**config.mk**
```make
export PLATFORM = sky130hd
export DESIGN_NAME = serial_comparator_framed
export DESIGN_NICKNAME = d
export VERILOG_FILES = /design/src/rtl/serial_comparator_framed.sv
export SDC_FILE = /design/constraint.sdc
export NUM_CORES = 1
export LEC_CHECK = 0
export ABC_AREA = 1
export CAP_MARGIN = 40
export CORE_AREA = 2 2 39 41
export DETAILED_ROUTE_END_ITERATION = 16
export DIE_AREA = 0 0 41 43
export HOLD_SLACK_MARGIN = 0.02
export PLACE_DENSITY = 0.69
export SYNTH_ARGS = -nofsm -noshare
export SYNTH_HDL_FRONTEND = slang
export SYNTH_SLANG_ARGS = --single-unit
```
**constraint.sdc**
```tcl
create_clock -name clk -period 1.5 [get_ports clk]
set_clock_uncertainty 0.15 [all_clocks]
set_input_delay 0.225 -clock clk [delete_from_list [all_inputs] [get_ports clk]]
set_output_delay 0.225 -clock clk [all_outputs]
set_load 0.01 [all_outputs]
```
**src/rtl/serial_comparator_framed.sv**
```systemverilog
// Serial magnitude comparator for framed operands.
// Operands A and B arrive DIGIT bits per accepted cycle. A frame is WIDTH/DIGIT
// digits, in MSB-first or LSB-first order. After the last digit of a frame,
// res_valid pulses for one cycle and the flags show the result. The flags then
// hold until the next result.
// Optional feature: define SERIAL_CMP_EARLY_DECIDE_EN to add the 'decided'
// output. It tells you that an MSB-first frame's result is already settled.
module serial_comparator_framed #(
    parameter int WIDTH     = 8,
    parameter int DIGIT     = 1,
    parameter int MSB_FIRST = 1,
    parameter int SIGNED    = 0
) (
    input  logic             clk,
    input  logic             rst,
    input  logic             abort,
    input  logic             in_valid,
    input  logic [DIGIT-1:0] a,
    input  logic [DIGIT-1:0] b,
    output logic             busy,
    output logic             res_valid,
    output logic             a_less_b,
    output logic             a_eq_b,
    output logic             a_greater_b
`ifdef SERIAL_CMP_EARLY_DECIDE_EN
    ,
    output logic             decided
`endif
);

    localparam int N  = WIDTH / DIGIT;
    localparam int CW = (N > 1) ? $clog2(N) : 1;
    localparam logic [CW-1:0] LAST = CW'(N - 1);

    typedef enum logic [1:0] {
        ST_EQ = 2'd0,
        ST_LT = 2'd1,
        ST_GT = 2'd2
    } cmp_t;

    logic [CW-1:0] cnt;
    cmp_t          run;
    logic          last;
    logic          top;
    cmp_t          dig;
    cmp_t          nxt;

    // Compares one digit. In the digit that holds the word's sign bit, flipping
    // the top bit of both operands turns a two's-complement compare into an
    // unsigned one.
    function automatic cmp_t digit_cmp(input logic [DIGIT-1:0] x,
                                       input logic [DIGIT-1:0] y,
                                       input logic             negate_top);
        logic [DIGIT-1:0] xs;
        logic [DIGIT-1:0] ys;
        xs = x;
        ys = y;
        if (negate_top) begin
            xs[DIGIT-1] = ~x[DIGIT-1];
            ys[DIGIT-1] = ~y[DIGIT-1];
        end
        if (xs < ys) begin
            return ST_LT;
        end
        if (xs > ys) begin
            return ST_GT;
        end
        return ST_EQ;
    endfunction

    assign last = (cnt == LAST);
    assign top  = (SIGNED != 0) && ((MSB_FIRST != 0) ? (cnt == '0) : last);
    assign dig  = digit_cmp(a, b, top);
    assign busy = (cnt != '0);

    // Next running state.
    // MSB-first: the first differing digit decides the result.
    // LSB-first: the latest differing digit overrides earlier ones.
    always_comb begin
        nxt = run;
        if (MSB_FIRST != 0) begin
            if (run == ST_EQ) begin
                nxt = dig;
            end
        end else if (dig != ST_EQ) begin
            nxt = dig;
        end
    end

    // Digit counter, running state and registered result.
    // run returns to EQ at every frame boundary, so digit 0 always starts from EQ.
    always_ff @(posedge clk) begin
        if (rst) begin
            cnt         <= '0;
            run         <= ST_EQ;
            res_valid   <= 1'b0;
            a_less_b    <= 1'b0;
            a_eq_b      <= 1'b1;
            a_greater_b <= 1'b0;
        end else if (abort) begin
            cnt       <= '0;
            run       <= ST_EQ;
            res_valid <= 1'b0;
        end else if (in_valid) begin
            if (last) begin
                cnt         <= '0;
                run         <= ST_EQ;
                res_valid   <= 1'b1;
                a_less_b    <= (nxt == ST_LT);
                a_eq_b      <= (nxt == ST_EQ);
                a_greater_b <= (nxt == ST_GT);
            end else begin
                cnt       <= cnt + CW'(1);
                run       <= nxt;
                res_valid <= 1'b0;
            end
        end else begin
            res_valid <= 1'b0;
        end
    end

`ifdef SERIAL_CMP_EARLY_DECIDE_EN
    // decided goes high once an MSB-first frame has seen a differing digit.
    // It stays high through the result cycle.
    // It drops on an idle cycle when no frame is in progress.
    always_ff @(posedge clk) begin
        if (rst || abort || (MSB_FIRST == 0)) begin
            decided <= 1'b0;
        end else if (in_valid) begin
            decided <= (nxt != ST_EQ);
        end else if (cnt == '0) begin
            decided <= 1'b0;
        end
    end
`endif

endmodule

```
==> out/metrics.csv <==
metric;value;unit
stdcell_area;606;sq um
die_x;41;um
setup_tns;0;ps
p_sw_frac;0.236;
slowest_delay;320;ps
start_util;0.314;
cp-start-kind;flop;
dpl_cell_area;577;sq um
slew_headroom;0.911;
worst-path-buf-inv;1;
portBuffers;10;
cts_root_buf;clkbuf_4;
post_cts_buffers;0;
drtAntennaViolNets;0;
p_leak;0.327;nW
register_area;181;sq um
hold_viol_final;0;
p_int;0.374;mW
final_nets;86;
wl;796;um
die_h;43;um
fin_crit_sh;0.934;
vdd_drop_max;0.000339;V
numCtsBuffers;3;
p_total;0.489;mW
area.growth.synth_to_final;39.5;%
status;finished clean;
crit_family;adder cells;
clkTransAtPathRegs;70;ps
synth_area_leaders;dfxtp_1 (41%), ha_1 (12%), nand2_1 (11%), inv_1 (9.5%), o21ai_0 (6.9%);
overflow;0;
power_density;808;nW/um^2
drive_gt1_frac;0.160;
hold_ws;315;ps
seqPwrFrac;0.504;
ys_seq_area_frac;0.415;
cp.arrival;1400;ps
dp_cells;87;
yosys.area.top_type;dfxtp_1;
fillCellCount;153;
max_freq;713;MHz
criticalPathCategory;flop to flop;
clkPwrFrac;0.382;
multi_input_area;209;sq um
clock-sinks;9;
min_path_type;flop to flop;
power.switching;0.115;mW
setup_viol;0;
avgSynthCellArea;7.49;sq um
antenna_found_initial;0;
grt_max_degree;7;
cp_cell_sequence;ha_1 > ha_1 > nand2_1 > nor2_2 > buf_4 > o21ai_1 > nor2_1;
cts_buffer_depth;2;
comb_power_share;0.114;
slew_violations;0;
worstMarginPinSlew;132;ps
io_pins;11;
cts-hold-fix-buffers;0;
htreeDepth;1;
diodes;0;
critical_path.max_fanout;4;
setup.worst_path.end_class;flop;
required;1500;ps
rows;14;
ys_ff_latch;9;
cts_tree;yes;
gp_congestion;0.720;
post-route-min-period;1400;ps
final_cells;91;
path_common_cell;ha_1;
layout_setup_ws;98.4;ps
yosys_warnings;0;
avgViaCountPerCell;4.46;
coreArea;1380;sq um
vias;406;
avgRoutedWirePerCell;8.75;um
drcViolationCount;0;
cp_slowest_cell;dfxtp_2;
cap_viol_max_count;0;
synthCells;58;
ys_types;13;
synth_nets;68;
worstSkewPairLatency;270;ps
netlist_area;434;sq um
grt.total_usage;0.123;
hpwlAfterDp;629;um
first_pass_iters;4;
dieArea;1760;sq um
grt_pass1_wl;1390;um
netlist.area_leader.share;0.415;
rsz0062_at_grt;no;
grt_pass1_vias;342;
fin_util;0.438;
first_iter_violations;4;
place_worst_setup_slack;-32.8;ps
[sequential cells by signal, indices dropped and copies added, names as in the netlist]
signal,count
a_greater_b,1
a_eq_b,1
a_less_b,1
run,2
res_valid,1
cnt,3
[layout make-up]
class	count	share of cell area
tap	16	0.0331
inverter	12	0.0744
timing repair buffer	13	0.205
multi-input combinational	37	0.345
clock buffer	4	0.0434
sequential	9	0.300
[logic make-up (layout without fill, tap and decap cells)]
kind of cell             after synthesis  in the layout  synth area share
AND/OR/NAND/NOR                       21             21             0.210
buffers and inverters                 12             29             0.104
adder cells (fa/ha/maj)                4              4             0.115
AO/OA/AOI/OAI                         12             12             0.156
flip-flops                             9              9             0.415
[worst reg2reg max path, stage by stage, from the launching register on]
cell,delay [ps]
dfxtp_2,320
ha_1,210
ha_1,190
nand2_1,100
nor2_2,40
buf_4,140
o21ai_1,110
nor2_1,50
[power by group through the flow]
stage	registers, mW	logic (mW)	clock network, mW
final	0.247	0.0557	0.187
after floorplan	0.251	0.0273	0
after global routing	0.247	0.0634	0.208
after detailed placement	0.252	0.0585	0
after global placement	0.251	0.0575	0
after CTS	0.247	0.0584	0.192
[cells in the final DEF (no fill, tap or decap), drive strengths merged]
| cell | count |
|---|---|
| dlymetal6s2s | 3 |
| nor2 | 4 |
| clkdlybuf4s50 | 5 |
| dfxtp | 9 |
| a211oi | 1 |
| or2 | 1 |
| o21ai | 6 |
| ha | 4 |
| nand3 | 2 |
| inv | 12 |
| dlygate4sd2 | 1 |
| and3 | 1 |
| buf | 4 |
| clkbuf | 4 |
| nand2 | 13 |
| a21oi | 5 |
[cells in the mapped netlist (all sizes together)]
library cell and number:
a21oi 5, ha 4, o21ai 6, or2 1, nand2 13, inv 12, nand3 2, and3 1
a211oi 1, dfxtp 9, nor2 4
[final timing paths]
kind / start / end / slack [ps] / depth (start not counted)
setup / recovery: cnt[0]$_SDFFE_PP0P_ / a_less_b$_SDFFE_PP0P_ / 100 / 7
hold / removal: a_greater_b$_SDFFE_PP0P_ / a_greater_b$_SDFFE_PP0P_ / 320 / 2
setup reg to reg: cnt[0]$_SDFFE_PP0P_ / a_less_b$_SDFFE_PP0P_ / 100 / 7
hold reg to reg: a_greater_b$_SDFFE_PP0P_ / a_greater_b$_SDFFE_PP0P_ / 320 / 2
[routing by layer]
metal	up-vias	wire, um	track usage
met2	9	364	0.150
met3	4	37	0.0471
met4	0	24	0.100
met1	178	369	0.162
li1	215	-	-
met5	-	0	0
[what timing repair did]
action,in CTS,in global routing
cloned,0,0
pin swaps,0,0
gates resized for setup,5,5
setup endpoints to repair,2,5
No activity file was read; power rests on OpenSTA's default activity.
